## src/rtl/braid_mix_scheduler.sv

```systemverilog
// Load / mix / flush sequencer for the 8x4 mixer braid; owns every valve, pump and column line.
// Optional multi-pass recirculation is enabled by defining BRAID_SCHED_RECIRC_EN.
module braid_mix_scheduler #(
    parameter int ROWS         = 8,
    parameter int STAGES       = 4,
    parameter int LOAD_CYCLES  = 4,
    parameter int MIX_CYCLES   = 8,
    parameter int FLUSH_CYCLES = 6,
    localparam int IW          = (STAGES > 1) ? $clog2(STAGES) : 1
) (
    input  logic              clk_i,
    input  logic              rst_i,
`ifdef BRAID_SCHED_RECIRC_EN
    input  logic [1:0]        passes_i,
`endif
    input  logic              start_i,
    input  logic              abort_i,
    input  logic [ROWS-1:0]   input_mask_i,
    output logic [ROWS-1:0]   load_valve_o,
    output logic [STAGES-1:0] stage_en_o,
    output logic              pump_en_o,
    output logic              flush_valve_o,
    output logic [IW-1:0]     stage_idx_o,
    output logic              busy_o,
    output logic              done_o,
    output logic              aborted_o,
    output logic              error_o
);

    // state   | meaning
    // S_IDLE  | all actuation off, waiting for start
    // S_LOAD  | inlet valves open on latched mask, pump on
    // S_MIX   | one mixer column actuated at a time
    // S_FLUSH | outlet valve open, pump on
    // S_DONE  | one-cycle completion report
    typedef enum logic [2:0] {
        S_IDLE  = 3'd0,
        S_LOAD  = 3'd1,
        S_MIX   = 3'd2,
        S_FLUSH = 3'd3,
        S_DONE  = 3'd4
    } state_t;

    localparam logic [15:0]       LOAD_M1    = 16'(LOAD_CYCLES - 1);
    localparam logic [15:0]       MIX_M1     = 16'(MIX_CYCLES - 1);
    localparam logic [15:0]       FLUSH_M1   = 16'(FLUSH_CYCLES - 1);
    localparam logic [IW-1:0]     LAST_STAGE = IW'(STAGES - 1);
    localparam logic [STAGES-1:0] STAGE_ONE  = STAGES'(1);

    state_t            state_q, state_d;
    logic [15:0]       cnt_q, cnt_d;
    logic [IW-1:0]     stage_q, stage_d;
    logic [ROWS-1:0]   mask_q, mask_d;
    logic              abt_q, abt_d;
    logic              err_d;
    logic              last_pass;

`ifdef BRAID_SCHED_RECIRC_EN
    logic [1:0]        passes_q, passes_d;
    logic [1:0]        pass_q, pass_d;
    assign last_pass = (pass_q == passes_q);
`else
    assign last_pass = 1'b1;
`endif

    logic [ROWS-1:0]   load_valve_d;
    logic [STAGES-1:0] stage_en_d;
    logic              pump_en_d;
    logic              flush_valve_d;
    logic [IW-1:0]     stage_idx_d;
    logic              busy_d;
    logic              done_d;
    logic              aborted_d;

    always_comb begin
        state_d  = state_q;
        cnt_d    = cnt_q;
        stage_d  = stage_q;
        mask_d   = mask_q;
        abt_d    = abt_q;
        err_d    = 1'b0;
`ifdef BRAID_SCHED_RECIRC_EN
        passes_d = passes_q;
        pass_d   = pass_q;
`endif
        case (state_q)
            S_IDLE: begin
                // abort held together with start suppresses both the run and the error
                if (start_i && !abort_i) begin
                    if (input_mask_i != '0) begin
                        state_d  = S_LOAD;
                        mask_d   = input_mask_i;
                        cnt_d    = LOAD_M1;
                        stage_d  = '0;
                        abt_d    = 1'b0;
`ifdef BRAID_SCHED_RECIRC_EN
                        passes_d = passes_i;
                        pass_d   = 2'd0;
`endif
                    end else begin
                        err_d = 1'b1;
                    end
                end
            end
            S_LOAD: begin
                if (abort_i) begin
                    state_d = S_FLUSH;
                    cnt_d   = FLUSH_M1;
                    abt_d   = 1'b1;
                end else if (cnt_q == '0) begin
                    state_d = S_MIX;
                    cnt_d   = MIX_M1;
                    stage_d = '0;
                end else begin
                    cnt_d = cnt_q - 16'd1;
                end
            end
            S_MIX: begin
                if (abort_i) begin
                    state_d = S_FLUSH;
                    cnt_d   = FLUSH_M1;
                    stage_d = '0;
                    abt_d   = 1'b1;
                end else if (cnt_q == '0) begin
                    if (stage_q != LAST_STAGE) begin
                        stage_d = stage_q + IW'(1);
                        cnt_d   = MIX_M1;
                    end else if (last_pass) begin
                        state_d = S_FLUSH;
                        cnt_d   = FLUSH_M1;
                        stage_d = '0;
                    end else begin
`ifdef BRAID_SCHED_RECIRC_EN
                        pass_d  = pass_q + 2'd1;
`endif
                        stage_d = '0;
                        cnt_d   = MIX_M1;
                    end
                end else begin
                    cnt_d = cnt_q - 16'd1;
                end
            end
            S_FLUSH: begin
                if (cnt_q == '0) begin
                    state_d = S_DONE;
                end else begin
                    cnt_d = cnt_q - 16'd1;
                end
            end
            S_DONE: begin
                state_d = S_IDLE;
                mask_d  = '0;
                abt_d   = 1'b0;
                cnt_d   = '0;
            end
            default: begin
                state_d = S_IDLE;
            end
        endcase
    end

    // Outputs are decoded from the next state and flopped, so every actuation line is glitch-free
    always_comb begin
        load_valve_d  = (state_d == S_LOAD) ? mask_d : '0;
        stage_en_d    = (state_d == S_MIX) ? (STAGE_ONE << stage_d) : '0;
        stage_idx_d   = (state_d == S_MIX) ? stage_d : '0;
        pump_en_d     = (state_d == S_LOAD) || (state_d == S_FLUSH);
        flush_valve_d = (state_d == S_FLUSH);
        busy_d        = (state_d == S_LOAD) || (state_d == S_MIX) || (state_d == S_FLUSH);
        done_d        = (state_d == S_DONE);
        aborted_d     = (state_d == S_DONE) && abt_d;
    end

    always_ff @(posedge clk_i) begin
        if (rst_i) begin
            state_q       <= S_IDLE;
            cnt_q         <= '0;
            stage_q       <= '0;
            mask_q        <= '0;
            abt_q         <= 1'b0;
`ifdef BRAID_SCHED_RECIRC_EN
            passes_q      <= '0;
            pass_q        <= '0;
`endif
            load_valve_o  <= '0;
            stage_en_o    <= '0;
            stage_idx_o   <= '0;
            pump_en_o     <= 1'b0;
            flush_valve_o <= 1'b0;
            busy_o        <= 1'b0;
            done_o        <= 1'b0;
            aborted_o     <= 1'b0;
            error_o       <= 1'b0;
        end else begin
            state_q       <= state_d;
            cnt_q         <= cnt_d;
            stage_q       <= stage_d;
            mask_q        <= mask_d;
            abt_q         <= abt_d;
`ifdef BRAID_SCHED_RECIRC_EN
            passes_q      <= passes_d;
            pass_q        <= pass_d;
`endif
            load_valve_o  <= load_valve_d;
            stage_en_o    <= stage_en_d;
            stage_idx_o   <= stage_idx_d;
            pump_en_o     <= pump_en_d;
            flush_valve_o <= flush_valve_d;
            busy_o        <= busy_d;
            done_o        <= done_d;
            aborted_o     <= aborted_d;
            error_o       <= err_d;
        end
    end

endmodule

```

## config.mk

```make
export PLATFORM = sky130hd
export DESIGN_NAME = braid_mix_scheduler
export DESIGN_NICKNAME = d
export VERILOG_FILES = /design/src/rtl/braid_mix_scheduler.sv
export SDC_FILE = /design/constraint.sdc
export NUM_CORES = 1
export LEC_CHECK = 0
export ABC_AREA = 1
export CORE_UTILIZATION = 45
export DETAILED_ROUTE_END_ITERATION = 7
export HOLD_SLACK_MARGIN = 0.08
export PLACE_DENSITY = 0.68
export SYNTH_ARGS = -nofsm -noshare
export SYNTH_HDL_FRONTEND = slang
export SYNTH_SLANG_ARGS = --single-unit
export TNS_END_PERCENT = 50
```

## constraint.sdc

```tcl
create_clock -name clk_i -period 1.85 [get_ports clk_i]
set_input_delay 0.2775 -clock clk_i [delete_from_list [all_inputs] [get_ports clk_i]]
set_output_delay 0.2775 -clock clk_i [all_outputs]
set_load 0.02 [all_outputs]
```

==> run summary <==
TIMING
----------------------------------------------------------------------------------------------------
Final worst clock skew ................................................................   0.00663 ns
Final hold violations .................................................................            0
Highest achievable clock rate .........................................................      573 MHz
Final TNS setup .......................................................................         0 ns
Slew at the pin closest to its max-slew limit .........................................     0.353 ns
Post-route fraction of the period consumed by the critical path .......................        94.3%
Final critical-path required period ...................................................      1.74 ns
Unrepaired setup endpoints after global routing .......................................           no
Number of setup violations in the final report ........................................            0
Max-Slew Margin vs Limit ..............................................................        76.3%
Final-report max-slew violation count .................................................            0

ROUTING
----------------------------------------------------------------------------------------------------
DRT iter0 DRCs ........................................................................           59
Remaining antenna violation count after routing .......................................            0
Via density per instance ..............................................................         4.73
Total wire length .....................................................................      4780 um
Remaining DRCs ........................................................................            0
Average wire per standard cell ........................................................      11.2 um
DR vias ...............................................................................         2020
First-pass iteration count of the detailed router .....................................            4

DIE
----------------------------------------------------------------------------------------------------
Die Area ..............................................................................     5430 um2
Standard cell core area ...............................................................     4850 um2
Height of the die .....................................................................      73.7 um
Overall die width .....................................................................      73.7 um
Starting density of the core ..........................................................        47.7%
Floorplan row count ...................................................................           25
Number of top-level pins ..............................................................           32

YOSYS
----------------------------------------------------------------------------------------------------
Top post-synthesis cells by count ..................................................... 63 x nor2_1, 56 x nand2_1, 50 x dfxtp_1
Primary FF master, synth ..............................................................      dfxtp_1
Yosys top cell area share .............................................................        43.3%
Cell with the most instances after synthesis ..........................................       nor2_1
Net count after synthesis .............................................................          322
Count of unique library cells instantiated by Yosys ...................................           35
Seq/Total Area, Yosys .................................................................        43.3%
Flip-flop and latch count after synthesis .............................................           50
Synthesis Warnings ....................................................................            0
Largest area contributor in the netlist ...............................................      dfxtp_1
EDFF count, synth .....................................................................            0
Netlist Area Pre-Place ................................................................     2310 um2
Gate count after technology mapping ...................................................          308
Share of flip-flops with an asynchronous set or reset after synthesis .................           0%
Synth Area per Inst ...................................................................     7.51 um2
Synth top area cells .................................................................. dfxtp_1 43%, nor2_1 10%, nand2_1 9.1%

CLOCK NETWORK
----------------------------------------------------------------------------------------------------
Total clock buffers created by CTS ....................................................            5
Cts hold-fix bufs .....................................................................            0
CTS tree ..............................................................................         done
CTS root buf ..........................................................................     clkbuf_8
Clock latency on the worst-skew pair ..................................................      0.30 ns
Count of clock tree sinks .............................................................           50
CTS H-tree depth ......................................................................            2
Clock-pin slew reported for the worst setup and hold paths after clock tree synthesis .      0.09 ns
Max Buffers Root-to-Sink ..............................................................            2

SETUP PATH
----------------------------------------------------------------------------------------------------
Class of the most critical setup path .................................................      reg2reg
Critical Path End Type ................................................................         flop
Data arrival time of the critical path ................................................      1.94 ns
Critical path launch point ............................................................     cnt_q[0]
Crit path max fanout ..................................................................            5
Startpoint type of the worst setup path ...............................................         flop
Worst EP required .....................................................................      2.04 ns
Reg2reg start .........................................................................     cnt_q[0]

POWER AND IR DROP
----------------------------------------------------------------------------------------------------
Overall Power .........................................................................      5.55 mW
Maximum vdd ir drop ...................................................................     0.851 mV
Cell Pwr Density ......................................................................  1890 nW/um2
Leak ..................................................................................      1.28 nW

LAYOUT
----------------------------------------------------------------------------------------------------
Non-filler instance count after layout ................................................          427
Count of nets after finishing .........................................................          374
Final core utilization ................................................................        60.6%
Count of antenna diodes in the layout .................................................            0
Final cell area excluding filler cells ................................................     2940 um2
Layout cell share with drive strength beyond 1 ........................................        16.9%
Area added between synthesis and finish ...............................................        26.9%
Number of inserted filler cells in the final layout ...................................          469

GLOBAL ROUTE
----------------------------------------------------------------------------------------------------
Initial antenna violation count .......................................................            0
Number of global-route vias before repair .............................................         1854
First-pass GRT wire length ............................................................      8040 um
Pin count of the biggest net entering global routing ..................................           18
Global route overflow .................................................................            0
GRT Util Overall ......................................................................        19.0%

JOB
----------------------------------------------------------------------------------------------------
Number of maximum-capacitance constraint violations ...................................            0

MIN PATH
----------------------------------------------------------------------------------------------------
Startpoint of the lowest-slack hold path ..............................................    cnt_q[15]
Worst min-delay path class ............................................................      reg2reg

PLACEMENT
----------------------------------------------------------------------------------------------------
DP Cell Count .........................................................................          419
Detailed placement HPWL ...............................................................      3630 um
RePlAce Congestion ....................................................................        0.813
Number of port buffers ................................................................           31
Post-Place Cell Area ..................................................................     2820 um2

OUTCOME
----------------------------------------------------------------------------------------------------
Run status ............................................................................    completed

per-stage QoR:
stage / setup WS [ns] / hold WS, ns
after floorplan: 0.271 / 0.440
after CTS: 0.0172 / 0.466
after detailed placement: -0.0880 / 0.454
after global placement: -0.0523 / 0.451
final: 0.106 / 0.470
after global routing: 0.00221 / 0.487
power breakdown:
group          internal [mW]  total, mW  switching (mW)  leakage (nW)
logic                   1.27       3.42            2.15         0.839
clock network          0.260      0.607           0.347        0.0373
registers               1.34       1.52           0.186         0.407
layout by cell type (no fill, tap or decap), types with 2 or more instances in the layout:
cell type         n
a21oi_1          12
nand2_4           2
dfxtp_1          49
clkbuf_8          5
inv_1            32
nand2_1          54
nor3_1            7
clkdlybuf4s50_1  31
nor2_1           60
nand3_4           2
nand3_2           3
nor2_8            2
a22oi_1           8
o21bai_1          2
nand2_2          10
inv_2             5
buf_4            18
nand4_1           7
o21ai_1           2
nand3_1          14
nor2_4            6
o21ai_0          11
state kept, by name, summed over array words and instances, names as in the netlist:
| signal | cells |
|---|---|
| cnt_q | 16 |
| load_valve_o | 8 |
| stage_en_o | 4 |
| abt_q | 1 |
| stage_q | 2 |
| done_o | 1 |
| busy_o | 1 |
| state_q | 3 |
| flush_valve_o | 1 |
| stage_idx_o | 2 |
| pump_en_o | 1 |
| aborted_o | 1 |
| error_o | 1 |
| mask_q | 8 |
layout make-up:
class	count	area (um2)	area share, %
tap	67	83.8	2.85
clock buffer	6	72.6	2.47
timing repair buffer	50	465	15.8
sequential	50	1000	34.1
multi-input combinational	216	1170	39.7
clock inverter	1	7.51	0.256
inverter	37	139	4.73
critical path: stages, from the launching register on:
cell and delay, ns:
dfxtp_2 0.35, inv_1 0.06, ha_2 0.20, nand3_2 0.12, nor2_4 0.18, nand2_2 0.11
nand2_2 0.10, nand3_4 0.11, o21ai_2 0.21, buf_4 0.16, nor2_1 0.05
routing by layer:
metal	vias to the layer above	wire (um)	track usage [%]
li1	1096	-	-
met4	0	85	6.41
met3	8	176	3.98
met2	28	2260	33.4
met1	888	2250	22.9
met5	-	0	0
worst paths after layout:
kind	end	slack, ns	depth (start not counted)
worst max-delay path	load_valve_o[6]	0.11	10
worst min-delay path	cnt_q[15]	0.47	2
worst max register to register	load_valve_o[6]	0.11	10
worst min register to register	cnt_q[15]	0.47	2
kinds of logic after synthesis:
kind of cell    synth area share [%]
simple gates                    37.6
xor+xnor                       0.757
buf+inv                         7.63
flops                           43.3
compound gates                  9.68
fa+ha+maj                       1.08
what timing repair did:
| action | 4_1_cts | 5_1_grt |
|---|---|---|
| setup buffers | 0 | 1 |
| gates resized for setup | 0 | 10 |
| endpoints found under the hold margin | 0 | 0 |
| endpoints found under the setup margin | 0 | 30 |
No activity file was read; power rests on OpenSTA's default activity.
